### config.mk
export PLATFORM = sky130hd
export DESIGN_NAME = instr_fetch_mem_flat
export DESIGN_NICKNAME = d
export VERILOG_FILES = /design/src/rtl/instr_fetch_mem_if.sv /design/src/rtl/instr_fetch_mem.sv /design/src/flat_wrapper.sv
export SDC_FILE = /design/constraint.sdc
export NUM_CORES = 1
export LEC_CHECK = 0
export BUFFER_PORTS_ARGS = -buffer_cell sky130_fd_sc_hd__buf_2
export CAP_MARGIN = 20
export CORE_ASPECT_RATIO = 1.4
export CORE_MARGIN = 3
export CORE_UTILIZATION = 47
export CTS_CLUSTER_DIAMETER = 150
export CTS_CLUSTER_SIZE = 10
export DETAILED_ROUTE_END_ITERATION = 16
export HOLD_SLACK_MARGIN = 0.1
export REMOVE_ABC_BUFFERS = 1
export SYNTH_ARGS = -nofsm -noshare
export SYNTH_HDL_FRONTEND = slang
export SYNTH_SLANG_ARGS = --single-unit
### constraint.sdc
create_clock -name clk -period 3.69 [get_ports clk]
set_input_delay 0.369 -clock clk [delete_from_list [all_inputs] [get_ports clk]]
set_output_delay 0.369 -clock clk [all_outputs]
set_load 0.005 [all_outputs]
### src/rtl/instr_fetch_mem_if.sv
// Fetch-side bus for instr_fetch_mem: request (PC -> memory) and
// response (memory -> decode) valid/ready channels.
// master = fetch stage, slave = instruction memory.
`timescale 1ns/1ps
interface instr_fetch_mem_if #(
   parameter int ADDR_W = 5,
   parameter int DATA_W = 32
);
   logic              req_valid;
   logic              req_ready;
   logic [ADDR_W-1:0] req_addr;
   logic              rsp_valid;
   logic              rsp_ready;
   logic [DATA_W-1:0] rsp_data;

   modport master (
      output req_valid, req_addr, rsp_ready,
      input  req_ready, rsp_valid, rsp_data
   );

   modport slave (
      input  req_valid, req_addr, rsp_ready,
      output req_ready, rsp_valid, rsp_data
   );
endinterface

### src/rtl/instr_fetch_mem.sv
// Multi-cycle instruction memory with a valid/ready fetch port, a
// configurable read latency and a never-blocked program-load write port.
// Optional feature macro: IMEM_HALT_EN (fetches at or beyond prog_len
// return NOP_WORD and raise a sticky halt flag).
`timescale 1ns/1ps
module instr_fetch_mem #(
   parameter int                DATA_W   = 32,
   parameter int                ADDR_W   = 5,
   parameter int                LATENCY  = 3,
   parameter logic [DATA_W-1:0] NOP_WORD = '0
) (
   input  logic                clk,
   input  logic                rst_n,
   instr_fetch_mem_if.slave    bus,
   input  logic                ld_en,
   input  logic [ADDR_W-1:0]   ld_addr,
   input  logic [DATA_W-1:0]   ld_data,
   input  logic [ADDR_W:0]     prog_len,
   output logic                halt
);

   localparam logic [1:0] S_IDLE = 2'd0;
   localparam logic [1:0] S_WAIT = 2'd1;
   localparam logic [1:0] S_RESP = 2'd2;

   localparam logic [3:0] CNT_INIT = 4'(LATENCY - 1);

   logic [DATA_W-1:0] r_mem [0:(2**ADDR_W)-1];

   logic [1:0]        r_state;
   logic [3:0]        r_cnt;
   logic [ADDR_W-1:0] r_addr;
   logic [DATA_W-1:0] r_rsp_data;
   logic              r_halt;

   logic              w_req_ready;
   logic              w_accept;
   logic              w_rd_en;
   logic [ADDR_W-1:0] w_rd_addr;
   logic [DATA_W-1:0] w_rd_word;
   logic              w_hit_end;
   logic [DATA_W-1:0] w_rsp_next;

   assign w_req_ready = (r_state == S_IDLE) && !r_halt;
   assign w_accept    = bus.req_valid && w_req_ready;

   // With LATENCY=1 the array is read on the acceptance edge itself,
   // so the live request address is used instead of the latched one.
   assign w_rd_addr = (LATENCY == 1) ? bus.req_addr : r_addr;
   assign w_rd_word = r_mem[w_rd_addr];

   // Read strobe: the array is sampled on the edge that brings the wait
   // counter to zero, which puts RESP LATENCY-1 edges after acceptance
   // and gives one fetch per LATENCY+1 cycles with rsp_ready held high.
   always_comb begin
      w_rd_en = 1'b0;
      if (LATENCY == 1) begin
         w_rd_en = (r_state == S_IDLE) && w_accept;
      end else begin
         w_rd_en = (r_state == S_WAIT) && (r_cnt == 4'd1);
      end
   end

`ifdef IMEM_HALT_EN
   assign w_hit_end  = ({1'b0, w_rd_addr} >= prog_len);
   assign w_rsp_next = w_hit_end ? NOP_WORD : w_rd_word;
`else
   logic w_unused_cfg;
   assign w_unused_cfg = ^{prog_len, NOP_WORD};
   assign w_hit_end    = 1'b0;
   assign w_rsp_next   = w_rd_word;
`endif

   assign bus.req_ready = w_req_ready;
   assign bus.rsp_valid = (r_state == S_RESP);
   assign bus.rsp_data  = r_rsp_data;
   assign halt          = r_halt;

   // Program-load write; nonblocking so a same-edge read sees old data.
   always_ff @(posedge clk) begin
      if (ld_en) begin
         r_mem[ld_addr] <= ld_data;
      end
   end

   // Fetch FSM: accept, count down the latency, hold the response.
   always_ff @(posedge clk) begin
      if (!rst_n) begin
         r_state    <= S_IDLE;
         r_cnt      <= '0;
         r_addr     <= '0;
         r_rsp_data <= '0;
         r_halt     <= 1'b0;
      end else begin
         if (w_rd_en) begin
            r_rsp_data <= w_rsp_next;
            if (w_hit_end) begin
               r_halt <= 1'b1;
            end
         end
         case (r_state)
            S_IDLE: begin
               if (w_accept) begin
                  r_addr  <= bus.req_addr;
                  r_cnt   <= CNT_INIT;
                  r_state <= (LATENCY == 1) ? S_RESP : S_WAIT;
               end
            end
            S_WAIT: begin
               r_cnt <= r_cnt - 4'd1;
               if (w_rd_en) begin
                  r_state <= S_RESP;
               end
            end
            S_RESP: begin
               if (bus.rsp_ready) begin
                  r_state <= S_IDLE;
               end
            end
            default: r_state <= S_IDLE;
         endcase
      end
   end

endmodule

### src/flat_wrapper.sv
// flat-port wrapper written by rule: the top's interface ports become plain ports
module instr_fetch_mem_flat 
#(
   parameter int                DATA_W   = 32,
   parameter int                ADDR_W   = 5,
   parameter int                LATENCY  = 3,
   parameter logic [DATA_W-1:0] NOP_WORD = '0
)
  (clk, rst_n, ld_en, ld_addr, ld_data, prog_len, halt, bus_req_valid, bus_req_addr, bus_rsp_ready, bus_req_ready, bus_rsp_valid, bus_rsp_data);
  instr_fetch_mem_if #(.ADDR_W(ADDR_W), .DATA_W(DATA_W)) bus_i ();
  input  logic clk;
  input  logic rst_n;
  input  logic ld_en;
  input  logic [ADDR_W-1:0] ld_addr;
  input  logic [DATA_W-1:0] ld_data;
  input  logic [ADDR_W:0] prog_len;
  output logic halt;
  input wire logic [$bits(bus_i.req_valid)-1:0] bus_req_valid;
  input wire logic [$bits(bus_i.req_addr)-1:0] bus_req_addr;
  input wire logic [$bits(bus_i.rsp_ready)-1:0] bus_rsp_ready;
  output wire logic [$bits(bus_i.req_ready)-1:0] bus_req_ready;
  output wire logic [$bits(bus_i.rsp_valid)-1:0] bus_rsp_valid;
  output wire logic [$bits(bus_i.rsp_data)-1:0] bus_rsp_data;
  assign bus_i.req_valid = bus_req_valid;
  assign bus_i.req_addr = bus_req_addr;
  assign bus_i.rsp_ready = bus_rsp_ready;
  assign bus_req_ready = bus_i.req_ready;
  assign bus_rsp_valid = bus_i.rsp_valid;
  assign bus_rsp_data = bus_i.rsp_data;
  instr_fetch_mem #(.DATA_W(DATA_W), .ADDR_W(ADDR_W), .LATENCY(LATENCY), .NOP_WORD(NOP_WORD)) u_core (.clk(clk), .rst_n(rst_n), .bus(bus_i), .ld_en(ld_en), .ld_addr(ld_addr), .ld_data(ld_data), .prog_len(prog_len), .halt(halt));
endmodule
==> insert_results.sql, run 1 <==
INSERT INTO impl_metrics (metric_group, metric, value, unit) VALUES
('critical_path', 'cell_type_of_the_slowest_stage_on_the_worst_timing_path', 'sky130_fd_sc_hd__and2_4', ''),
('clock_network', 'cts_made_buffers', '116', ''),
('critical_path', 'regToRegSetupSlack', '1120', 'ps'),
('sta', 'setup_viol', '0', ''),
('sta', 'tightestPinTransition', '1100', 'ps'),
('floorplan', 'std_cell_rows', '127', ''),
('cells_and_area', 'final_cell_mix', '1024 x sky130_fd_sc_hd__edfxtp_1, 517 x sky130_fd_sc_hd__mux2i_1, 257 x sky130_fd_sc_hd__a22oi_1, 162 x sky130_fd_sc_hd__a21oi_1, 119 x sky130_fd_sc_hd__clkbuf_16', ''),
('synthesis', 'yosys_register_bits', '1067', ''),
('grt', 'antenna_found_initial', '6', ''),
('critical_path', 'setup.worst_path.start_class', 'flip-flop', ''),
('floorplan', 'coreArea', '86300', 'um2'),
('place', 'place.gp.congestion', '0.748', ''),
('power', 'power_density', '541', 'nW/um2'),
('drt', 'initialDrtViolationCount', '1991', ''),
('drt', 'drt_first_pass_iters', '5', ''),
('critical_path', 'critical_path.endpoint_type', 'flip-flop', ''),
('drt', 'num_vias', '22000', ''),
('cells_and_area', 'ff_latch_area', '31600', 'um2'),
('min_path', 'number_of_cells_traversed_by_the_worst_hold_path', '1', ''),
('drt', 'routed_via_density', '5.94', ''),
('run', 'max_cap_viols', '0', ''),
('status', 'run_status', 'finished, final reports clean', ''),
('sta', 'final_max_slew_viol_count', '0', ''),
('drt', 'ant_nets', '0', ''),
('sta', 'slew_headroom', '0.266', ''),
('grt', 'grt_first_pass_wirelength', '151000', 'um'),
('critical_path', 'critPathMaxFanout', '60', ''),
('critical_path', 'buf_inv_on_cp', '1', ''),
('clock_network', 'tritoncts', 'built', ''),
('grt', 'groute.usage.overall', '0.228', ''),
('floorplan', 'ioPinCount', '88', ''),
('cells_and_area', 'final.fill_count', '6664', ''),
('power', 'p_leak', '14.4', 'nW'),
('power', 'ir_worst_vdd', '0.368', 'mV'),
('sta', 'unrepaired_setup_endpoints_after_global_routing', 'false', ''),
('grt', 'grt_pass1_vias', '22400', ''),
('critical_path', 'family_of_cells_with_the_greatest_summed_delay_on_the_critical_path', 'simple AND/OR/NAND/NOR gates', ''),
('cells_and_area', 'multiInputGateArea', '9040', 'um2'),
('critical_path', 'cp_data_required_time', '4240', 'ps'),
('critical_path', 'path_cells', 'and2_4 > buf_12 > a22oi_1 > a21oi_1 > or4_1 > a21oi_1', ''),
('clock_network', 'worstSkewPairLatency', '680', 'ps'),
('sta', 'timing.hold.ws', '180', 'ps'),
('sta', 'fin_crit', '2570', 'ps'),
('clock_network', 'clock_tree_root_buffer_cell', 'sky130_fd_sc_hd__clkbuf_16', ''),
('synthesis', 'synthesis.yosys.warnings', '0', ''),
('clock_network', 'cts.sink_count', '1067', ''),
('min_path', 'worst_hold_path.endpoint', 'u_core.r_mem[25][10]', ''),
('critical_path', 'most_prevalent_standard_cell_on_the_critical_path', 'sky130_fd_sc_hd__a21oi_1', ''),
('critical_path', 'worstRegToRegCells', '6', ''),
('sta', 'max_freq', '0.389', 'GHz'),
('floorplan', 'fp.dieArea', '91400', 'um2'),
('grt', 'grt_overflow_total', '0', ''),
('sta', 'finalHoldViolations', '0', ''),
('drt', 'detail_route.wirelength', '105000', 'um'),
('min_path', 'worstHoldPathType', 'input pin to flip-flop', ''),
('floorplan', 'die-width', '256', 'um'),
('synthesis', 'syn-instance-count', '2294', ''),
('critical_path', 'critical_path_arrival', '3120', 'ps'),
('clock_network', 'post-cts-setup-buffers', '0', ''),
('critical_path', 'setup.worst_path.class', 'flip-flop to flip-flop', ''),
('min_path', 'timing.hold.worst.start', 'ld_data[10]', ''),
('cells_and_area', 'post_route_cells_drive_above_1_share', '0.128', ''),
('critical_path', 'r2r-end', 'u_core.bus.rsp_data[14]', ''),
('clock_network', 'clockBufferDepth', '3', ''),
('clock_network', 'clock_tree.htree_level_count', '3', ''),
('floorplan', 'starting_utilization_of_the_core_area', '0.478', ''),
('place', 'hpwl', '51800', 'um'),
('cells_and_area', 'layout_commonest_cell', 'sky130_fd_sc_hd__edfxtp_1', ''),
('grt', 'largest_net_degree_at_the_start_of_global_routing', '129', ''),
('cells_and_area', 'area.growth.synth_to_final', '13.8', '%'),
('synthesis', 'postSynthAreaPerCell', '18.0', 'um2');
synthesized netlist by cell type:
library cell	number	area (um2)
sky130_fd_sc_hd__buf_1	7	26.3
sky130_fd_sc_hd__o21a_1	1	7.51
sky130_fd_sc_hd__nor2b_1	11	68.8
sky130_fd_sc_hd__inv_1	4	15.0
sky130_fd_sc_hd__nand3b_1	5	37.5
sky130_fd_sc_hd__buf_8	1	15.0
sky130_fd_sc_hd__buf_2	1	5.00
sky130_fd_sc_hd__edfxtp_1	1024	30700
sky130_fd_sc_hd__ha_1	2	25.0
sky130_fd_sc_hd__buf_6	27	304
sky130_fd_sc_hd__a21boi_0	1	7.51
sky130_fd_sc_hd__or3_1	1	6.26
sky130_fd_sc_hd__conb_1	1	3.75
sky130_fd_sc_hd__nand2b_1	4	25.0
sky130_fd_sc_hd__mux2_2	1	11.3
sky130_fd_sc_hd__o21ai_0	33	165
sky130_fd_sc_hd__mux2i_1	517	5170
sky130_fd_sc_hd__nand3_1	2	10.0
sky130_fd_sc_hd__or2_1	1	6.26
sky130_fd_sc_hd__buf_4	26	195
sky130_fd_sc_hd__nand2_1	4	15.0
sky130_fd_sc_hd__or3b_2	3	26.3
sky130_fd_sc_hd__a311oi_1	1	8.76
sky130_fd_sc_hd__o21bai_1	1	7.51
sky130_fd_sc_hd__nor4_1	1	6.26
sky130_fd_sc_hd__dfxtp_1	43	861
sky130_fd_sc_hd__and2_1	2	12.5
sky130_fd_sc_hd__clkbuf_4	3	22.5
sky130_fd_sc_hd__clkbuf_1	75	282
sky130_fd_sc_hd__a22oi_1	257	1930
sky130_fd_sc_hd__nor2_1	40	150
sky130_fd_sc_hd__or4_1	32	240
sky130_fd_sc_hd__a21oi_1	162	811
stage by stage:
stage          instance area [um2]  setup TNS (ps)  cells  total power [W]  setup WS, ps
3_5_place_dp                 43500               0   3468           0.0152          1050
2_1_floorplan                40400         -486000   2154           0.0152        -14760
3_3_place_gp                 43500               0   3468           0.0151          1070
4_1_cts                      46900               0   3693           0.0256          1110
6_report                     46900               0   3695           0.0254          1120
5_1_grt                      46900               0   3694           0.0261          1020
per-layer routing:
| layer | GRT usage | vias to the layer above | wire (um) |
|---|---|---|---|
| met5 | 0 | - | 43 |
| met4 | 0.0758 | 6 | 2900 |
| met3 | 0.0404 | 189 | 6480 |
| met2 | 0.393 | 776 | 52900 |
| met1 | 0.293 | 11400 | 42900 |
| li1 | - | 9530 | - |
logic make-up (layout without fill, tap and decap cells):
kind of cell | count (synthesis) | after routing | share of synthesized area
flip-flops | 1067 | 1067 | 0.767
buffers and inverters | 144 | 382 | 0.0210
other | 1 | 3 | 0.0000910
adder cells (fa/ha/maj) | 2 | 2 | 0.000607
AND/OR/NAND/NOR | 106 | 106 | 0.0147
multiplexers | 518 | 518 | 0.126
AO/OA/AOI/OAI | 456 | 456 | 0.0712
layout make-up:
type	instances	area share
Antenna cell	2	0.000107
Inverter	4	0.000320
Clock buffer	213	0.0710
Multi-Input combinational cell	1083	0.193
Sequential cell	1067	0.674
Clock inverter	5	0.00117
Tap cell	1161	0.0310
Timing Repair Buffer	160	0.0302
sequential cells by signal, summed over array words and instances, names as in the netlist:
| signal | count |
|---|---|
| u_core.r_addr | 5 |
| u_core.r_mem | 1024 |
| u_core.r_state | 2 |
| u_core.bus.rsp_data | 32 |
| u_core.r_cnt | 4 |
how the worst max path moves through the flow:
stage	from	to	slack, ps	cells after the start
4_1_cts	u_core.r_addr[1]	u_core.bus.rsp_data[10]	1110	6
6_report	u_core.r_addr[1]	u_core.bus.rsp_data[14]	1120	6
3_5_place_dp	ld_addr[1]	u_core.r_mem[25][27]	1050	4
5_1_grt	u_core.r_addr[0]	u_core.bus.rsp_data[14]	1020	6
3_3_place_gp	ld_addr[1]	u_core.r_mem[25][27]	1070	4
2_1_floorplan	u_core.r_addr[0]	u_core.bus.rsp_data[11]	-14760	5
report_power, final:
group,internal (W),leakage [nW],switching (W)
Clock,0.00601,1.60,0.00445
Sequential,0.0134,9.57,0.0000580
Combinational,0.000495,3.24,0.000923
Power figures use the tool's default switching activity.
==> run 2: changes to the inputs <==
==> constraint.sdc (replaced) <==
create_clock -name clk -period 2.5 [get_ports clk]
set_input_delay 0.25 -clock clk [delete_from_list [all_inputs] [get_ports clk]]
set_output_delay 0.25 -clock clk [all_outputs]
set_load 0.005 [all_outputs]
==> run 2 against run 1 <==
Against the previous run: wire length is 0.11% lower; die area unchanged; sequential power grew 47%; final cell count is 2.2% higher; core utilization is 1.4 points higher; sequential cell count did not move; critical path depth rose by 1; largest power group unchanged; fmax is 9.7% higher; first-iteration DRC count grew 7.4%; hold slack improved by 34 ps; combinational power rose by 57%; register-to-register slack worse by 960 ps.
==> insert_results.sql, run 2 (synthesis results as in run 1) <==
INSERT INTO impl_metrics (metric_group, metric, value, unit) VALUES
('status', 'run_status', 'finished, final reports clean', ''),
('place', 'post-place-ws', '148', 'ps'),
('run', 'max_cap_viols', '0', ''),
('power', 'reg_power_frac', '0.533', ''),
('floorplan', 'coreArea', '86300', 'um2'),
('sta', 'final_max_slew_viol_count', '0', ''),
('power', 'power_density', '776', 'nW/um2'),
('floorplan', 'starting_utilization_of_the_core_area', '0.478', ''),
('sta', 'setup_slack', '160', 'ps'),
('critical_path', 'critical_path_arrival', '2930', 'ps'),
('clock_network', 'cts.clk_slew.worst_paths', '60', 'ps'),
('floorplan', 'fp.dieArea', '91400', 'um2'),
('cells_and_area', 'multiInputGateArea', '9040', 'um2'),
('power', 'p_clk_frac', '0.407', ''),
('drt', 'num_vias', '22100', ''),
('drt', 'routed_wire_length_per_instance', '27.8', 'um'),
('sta', 'setup_viol', '0', ''),
('sta', 'finClkSkew', '31.5', 'ps'),
('grt', 'antenna_found_initial', '0', ''),
('critical_path', 'setup.worst_path.start_class', 'flip-flop', ''),
('cells_and_area', 'final_cell_mix', '1024 x sky130_fd_sc_hd__edfxtp_1, 517 x sky130_fd_sc_hd__mux2i_1, 257 x sky130_fd_sc_hd__a22oi_1, 162 x sky130_fd_sc_hd__a21oi_1, 117 x sky130_fd_sc_hd__clkbuf_16', ''),
('sta', 'tns', '0', 'ps'),
('cells_and_area', 'area.growth.synth_to_final', '16.7', '%'),
('sta', 'unrepaired_setup_endpoints_after_global_routing', 'false', ''),
('drt', 'routed_via_density', '5.86', ''),
('drt', 'drc', '0', ''),
('sta', 'slew_headroom', '0.513', ''),
('drt', 'ant_nets', '0', ''),
('cells_and_area', 'final.fill_count', '6540', ''),
('floorplan', 'die-width', '256', 'um'),
('sta', 'finalHoldViolations', '0', ''),
('sta', 'max_freq', '0.427', 'GHz'),
('drt', 'detail_route.wirelength', '105000', 'um'),
('clock_network', 'clock_tree.htree_level_count', '3', ''),
('sta', 'timing.hold.ws', '214', 'ps'),
('cells_and_area', 'nets', '2574', ''),
('cells_and_area', 'post_route_cells_drive_above_1_share', '0.144', ''),
('sta', 'tightestPinTransition', '731', 'ps'),
('clock_network', 'clockBufferDepth', '3', ''),
('place', 'buffer_ports.inserted', '80', ''),
('place', 'place.gp.congestion', '0.762', ''),
('clock_network', 'cts_made_buffers', '116', ''),
('grt', 'grt_util_met3', '0.0312', ''),
('critical_path', 'critical_path.endpoint_type', 'flip-flop', ''),
('power', 'pwr-share-comb', '0.060', ''),
('power', 'switching_part_of_the_total', '0.213', ''),
('grt', 'grt_pass1_vias', '22500', ''),
('grt', 'use_met1', '0.292', ''),
('power', 'p_leak', '15.0', 'nW'),
('grt', 'grt_first_pass_wirelength', '152000', 'um'),
('drt', 'drt_first_pass_iters', '5', ''),
('sta', 'layout_worst_path_cycle_share', '0.936', ''),
('power', 'cellInternalPower', '0.0294', 'W'),
('critical_path', 'worstRegToRegCells', '7', ''),
('power', 'ir_worst_vdd', '0.587', 'mV'),
('clock_network', 'worstSkewPairLatency', '680', 'ps'),
('floorplan', 'ioPinCount', '88', ''),
('clock_network', 'cts.sink_count', '1067', ''),
('grt', 'grt.met2_usage', '0.401', ''),
('cells_and_area', 'layout_commonest_cell', 'sky130_fd_sc_hd__edfxtp_1', ''),
('drt', 'initialDrtViolationCount', '2139', ''),
('floorplan', 'std_cell_rows', '127', ''),
('grt', 'grt_overflow_total', '0', ''),
('grt', 'groute.usage.overall', '0.228', ''),
('cells_and_area', 'largest_register_ff_count', '1024', ''),
('min_path', 'worstHoldPathType', 'input pin to flip-flop', ''),
('cells_and_area', 'post-route-util', '0.558', ''),
('clock_network', 'tritoncts', 'built', ''),
('min_path', 'number_of_cells_traversed_by_the_worst_hold_path', '3', ''),
('power', 'power.net_switching', '0.00795', 'W'),
('floorplan', 'die_height', '356', 'um'),
('critical_path', 'cp_data_required_time', '3090', 'ps'),
('place', 'hpwl', '56200', 'um'),
('grt', 'largest_net_degree_at_the_start_of_global_routing', '66', ''),
('cells_and_area', 'max_flop_register', 'u_core.r_mem', ''),
('cells_and_area', 'ff_latch_area', '31600', 'um2'),
('critical_path', 'setup.worst_path.class', 'flip-flop to flip-flop', ''),
('sta', 'fin_crit', '2340', 'ps'),
('critical_path', 'critPathMaxFanout', '29', ''),
('clock_network', 'clock_tree_root_buffer_cell', 'sky130_fd_sc_hd__clkbuf_16', ''),
('grt', 'busiest_layer', 'met2', ''),
('power', 'overall_power_of_the_completed_layout', '0.0374', 'W');
[run 2: power groups by stage]
stage | combinational (W) | clock [W] | sequential [W]
floorplan | 0.00199 | 0 | 0.0204
CTS | 0.00224 | 0.0155 | 0.0199
global placement | 0.00213 | 0 | 0.0203
finish | 0.00223 | 0.0152 | 0.0199
detailed placement | 0.00218 | 0 | 0.0203
global route | 0.00238 | 0.0163 | 0.0199
[run 2: metal layers]
| layer | vias to the layer above | part of all wire |
|---|---|---|
| li1 | 9714 | - |
| met2 | 747 | 0.51 |
| met1 | 11500 | 0.40 |
| met4 | 0 | 0.028 |
| met5 | - | 0 |
| met3 | 194 | 0.057 |
[run 2: per-stage QoR]
step	cells	instance area [um2]
floorplan	2154	40400
CTS	3774	48100
global route	3774	48100
finish	3778	48100
detailed placement	3523	44400
global placement	3523	44400
[run 2: area by class of cell]
cell class	instances	area share
sequential	1067	0.657
timing repair buffer	247	0.0554
antenna	4	0.000208
inverter	4	0.000312
clock inverter	5	0.00138
multi-input combinational	1083	0.188
tap	1161	0.0302
clock buffer	207	0.0679
[run 2: critical path, stage by stage, from the launching register on]
cell and delay [ps]:
sky130_fd_sc_hd__dfxtp_4 480, sky130_fd_sc_hd__buf_12 270, sky130_fd_sc_hd__buf_12 250, sky130_fd_sc_hd__mux2i_1 110, sky130_fd_sc_hd__a22oi_1 240, sky130_fd_sc_hd__a21oi_1 90, sky130_fd_sc_hd__or4_1 580, sky130_fd_sc_hd__a21oi_1 160
[run 2: path summary, 6_finish.rpt]
kind | from | endpoint | slack (ps)
max | u_core.r_addr[0] | u_core.bus.rsp_data[28] | 160
min | rst_n | u_core.bus.rsp_data[9] | 210
min reg2reg | u_core.r_cnt[3] | u_core.r_cnt[3] | 480
max reg2reg | u_core.r_addr[0] | u_core.bus.rsp_data[28] | 160
[run 2: what timing repair did]
| action | 4_1_cts | 5_1_grt |
|---|---|---|
| setup endpoints to repair | 0 | 1 |
| hold buffers | 39 | 0 |
| endpoints found under the hold margin | 1006 | 0 |
| setup buffers | 0 | 0 |
| gates resized for setup | 0 | 2 |
==> run 3: changes to the inputs <==
==> constraint.sdc (replaced) <==
create_clock -name clk -period 2.9 [get_ports clk]
set_input_delay 0.29 -clock clk [delete_from_list [all_inputs] [get_ports clk]]
set_output_delay 0.29 -clock clk [all_outputs]
set_load 0.005 [all_outputs]
==> run 3 against run 2 <==
Against the previous run: wire length decreased by 2.1%; largest cell class unchanged; core utilization decreased by 0.37 points; fmax shrank 0.49%; combinational power down 16%; sequential cell count unchanged; first-iteration DRC count down 1.2%; die area did not move; via count decreased by 1.2%.
==> insert_results.sql, run 3 (synthesis results as in run 1) <==
INSERT INTO impl_metrics (metric_group, metric, value, unit) VALUES
('sta', 'setup_slack', '548', 'ps'),
('sta', 'setup_viol', '0', ''),
('clock_network', 'cts.clk_slew.worst_paths', '60', 'ps'),
('power', 'p_clk_frac', '0.410', ''),
('critical_path', 'setup.worst_path.start_class', 'flip-flop', ''),
('cells_and_area', 'largest_register_ff_count', '1024', ''),
('critical_path', 'setup.worst_path.class', 'flip-flop to flip-flop', ''),
('sta', 'final_max_slew_viol_count', '0', ''),
('critical_path', 'critical-path-max-stage-delay', '580', 'ps'),
('drt', 'routed_wire_length_per_instance', '27.3', 'um'),
('sta', 'max_freq', '0.425', 'GHz'),
('sta', 'fin_crit', '2350', 'ps'),
('floorplan', 'std_cell_rows', '127', ''),
('cells_and_area', 'post_route_cells_drive_above_1_share', '0.139', ''),
('critical_path', 'family_of_cells_with_the_greatest_summed_delay_on_the_critical_path', 'simple AND/OR/NAND/NOR gates', ''),
('clock_network', 'cts.sink_count', '1067', ''),
('place', 'buffer_ports.inserted', '80', ''),
('power', 'switching_part_of_the_total', '0.215', ''),
('grt', 'largest_net_degree_at_the_start_of_global_routing', '69', ''),
('place', 'place_inst', '3507', ''),
('critical_path', 'critPathMaxFanout', '27', ''),
('power', 'pwr-share-comb', '0.058', ''),
('drt', 'routed_via_density', '5.81', ''),
('clock_network', 'clock_tree.htree_level_count', '3', ''),
('floorplan', 'die_height', '356', 'um'),
('clock_network', 'clockBufferDepth', '3', ''),
('drt', 'num_vias', '21900', ''),
('critical_path', 'cp_data_required_time', '3520', 'ps'),
('grt', 'groute.usage.overall', '0.224', ''),
('floorplan', 'die-width', '256', 'um'),
('floorplan', 'starting_utilization_of_the_core_area', '0.478', ''),
('power', 'power_density', '676', 'nW/um2'),
('sta', 'timing.hold.ws', '139', 'ps'),
('cells_and_area', 'final_cell_mix', '1024 x sky130_fd_sc_hd__edfxtp_1, 517 x sky130_fd_sc_hd__mux2i_1, 257 x sky130_fd_sc_hd__a22oi_1, 162 x sky130_fd_sc_hd__a21oi_1, 117 x sky130_fd_sc_hd__clkbuf_16', ''),
('cells_and_area', 'max_flop_register', 'u_core.r_mem', ''),
('cells_and_area', 'layout_commonest_cell', 'sky130_fd_sc_hd__edfxtp_1', ''),
('floorplan', 'fp.dieArea', '91400', 'um2'),
('grt', 'grt_first_pass_wirelength', '149000', 'um'),
('power', 'p_leak', '14.8', 'nW'),
('power', 'power.net_switching', '0.00693', 'W'),
('cells_and_area', 'final_cell_area', '47800', 'um2'),
('cells_and_area', 'layoutNonFillerInstCount', '3763', ''),
('cells_and_area', 'number_of_antenna_cells_inserted', '0', ''),
('critical_path', 'path_cells', 'buf_12 > buf_12 > mux2i_1 > a22oi_1 > a21oi_1 > or4_1 > a21oi_1', ''),
('place', 'place.gp.congestion', '0.767', ''),
('power', 'ir_worst_vdd', '0.538', 'mV'),
('place', 'hpwl', '54300', 'um'),
('grt', 'antenna_found_initial', '1', ''),
('status', 'run_status', 'finished, final reports clean', ''),
('critical_path', 'critical_path_arrival', '2970', 'ps'),
('sta', 'tightestPinTransition', '716', 'ps'),
('drt', 'drc', '0', ''),
('sta', 'finClkSkew', '26.4', 'ps'),
('min_path', 'worstHoldPathType', 'input pin to flip-flop', ''),
('drt', 'detail_route.wirelength', '103000', 'um'),
('clock_network', 'worstSkewPairLatency', '700', 'ps'),
('floorplan', 'coreArea', '86300', 'um2'),
('grt', 'grt_pass1_vias', '22000', ''),
('sta', 'unrepaired_setup_endpoints_after_global_routing', 'false', ''),
('power', 'cellInternalPower', '0.0254', 'W'),
('clock_network', 'clock_tree_root_buffer_cell', 'sky130_fd_sc_hd__clkbuf_16', ''),
('drt', 'initialDrtViolationCount', '2114', ''),
('place', 'post-place-ws', '587', 'ps'),
('cells_and_area', 'area.growth.synth_to_final', '15.9', '%'),
('run', 'max_cap_viols', '0', ''),
('clock_network', 'cts_made_buffers', '116', ''),
('drt', 'ant_nets', '0', ''),
('clock_network', 'post-cts-setup-buffers', '0', ''),
('sta', 'layout_worst_path_cycle_share', '0.811', ''),
('sta', 'slew_headroom', '0.523', ''),
('drt', 'drt_first_pass_iters', '5', ''),
('grt', 'grt_overflow_total', '0', ''),
('sta', 'finalHoldViolations', '0', ''),
('power', 'reg_power_frac', '0.531', ''),
('clock_network', 'tritoncts', 'built', ''),
('cells_and_area', 'final.fill_count', '6662', ''),
('place', 'detailed_place.area', '44000', 'um2'),
('critical_path', 'buf_inv_on_cp', '2', ''),
('critical_path', 'cell_type_of_the_slowest_stage_on_the_worst_timing_path', 'sky130_fd_sc_hd__or4_1', ''),
('cells_and_area', 'nets', '2559', ''),
('critical_path', 'critical_path.endpoint_type', 'flip-flop', ''),
('floorplan', 'ioPinCount', '88', '');
## run 3: cell types whose count changed in the layout (fill, tap and decap cells not counted), sizes merged
cell / previous run / this run
buf: 208 / 192
clkbuf: 207 / 209
diode: 4 / 0
inv: 6 / 8
dlygate4sd3: 39 / 40
## run 3: layout make-up
type,instances,area (um2),area share
Sequential cell,1067,31600,0.661
Clock buffer,209,3270,0.0685
Inverter,4,15.0,0.000314
Multi-Input combinational cell,1083,9040,0.189
Clock inverter,7,109,0.00228
Tap cell,1161,1450,0.0304
Timing Repair Buffer,232,2300,0.0482
## run 3: path summary, 6_finish.rpt
| kind | startpoint | endpoint | slack [ps] | cells past startpoint |
|---|---|---|---|---|
| max reg2reg | u_core.r_addr[0] | u_core.bus.rsp_data[21] | 550 | 7 |
| min | ld_data[8] | u_core.r_mem[16][8] | 140 | 1 |
| min reg2reg | u_core.r_cnt[3] | u_core.r_cnt[3] | 480 | 2 |
| max | u_core.r_addr[0] | u_core.bus.rsp_data[21] | 550 | 7 |
## run 3: power by group through the flow
stage / Clock [W] / Sequential, W / Combinational, W
2_1_floorplan: 0 / 0.0176 / 0.00172
3_3_place_gp: 0 / 0.0175 / 0.00181
3_5_place_dp: 0 / 0.0175 / 0.00184
4_1_cts: 0.0135 / 0.0172 / 0.00190
5_1_grt: 0.0141 / 0.0172 / 0.00203
6_report: 0.0133 / 0.0172 / 0.00188
## run 3: repair_timing
action                                 CTS  global route
gates resized for setup                  0             0
endpoints found under the hold margin  959             0
hold buffers                            40             0
## run 3: per-layer routing
layer | part of all wire | up-vias | track usage
met2 | 0.51 | 666 | 0.388
li1 | - | 9696 | -
met1 | 0.41 | 11400 | 0.299
met5 | 0 | - | 0
met3 | 0.055 | 139 | 0.0318
met4 | 0.022 | 0 | 0.0597
## run 3: through the flow
step	TNS [ps]	util	total power, W
finish	0	0.554	0.0323
global route	0	0.554	0.0333
CTS	0	0.554	0.0326
detailed placement	0	0.510	0.0193
global placement	0	0.510	0.0193
floorplan	-512070	-	0.0193
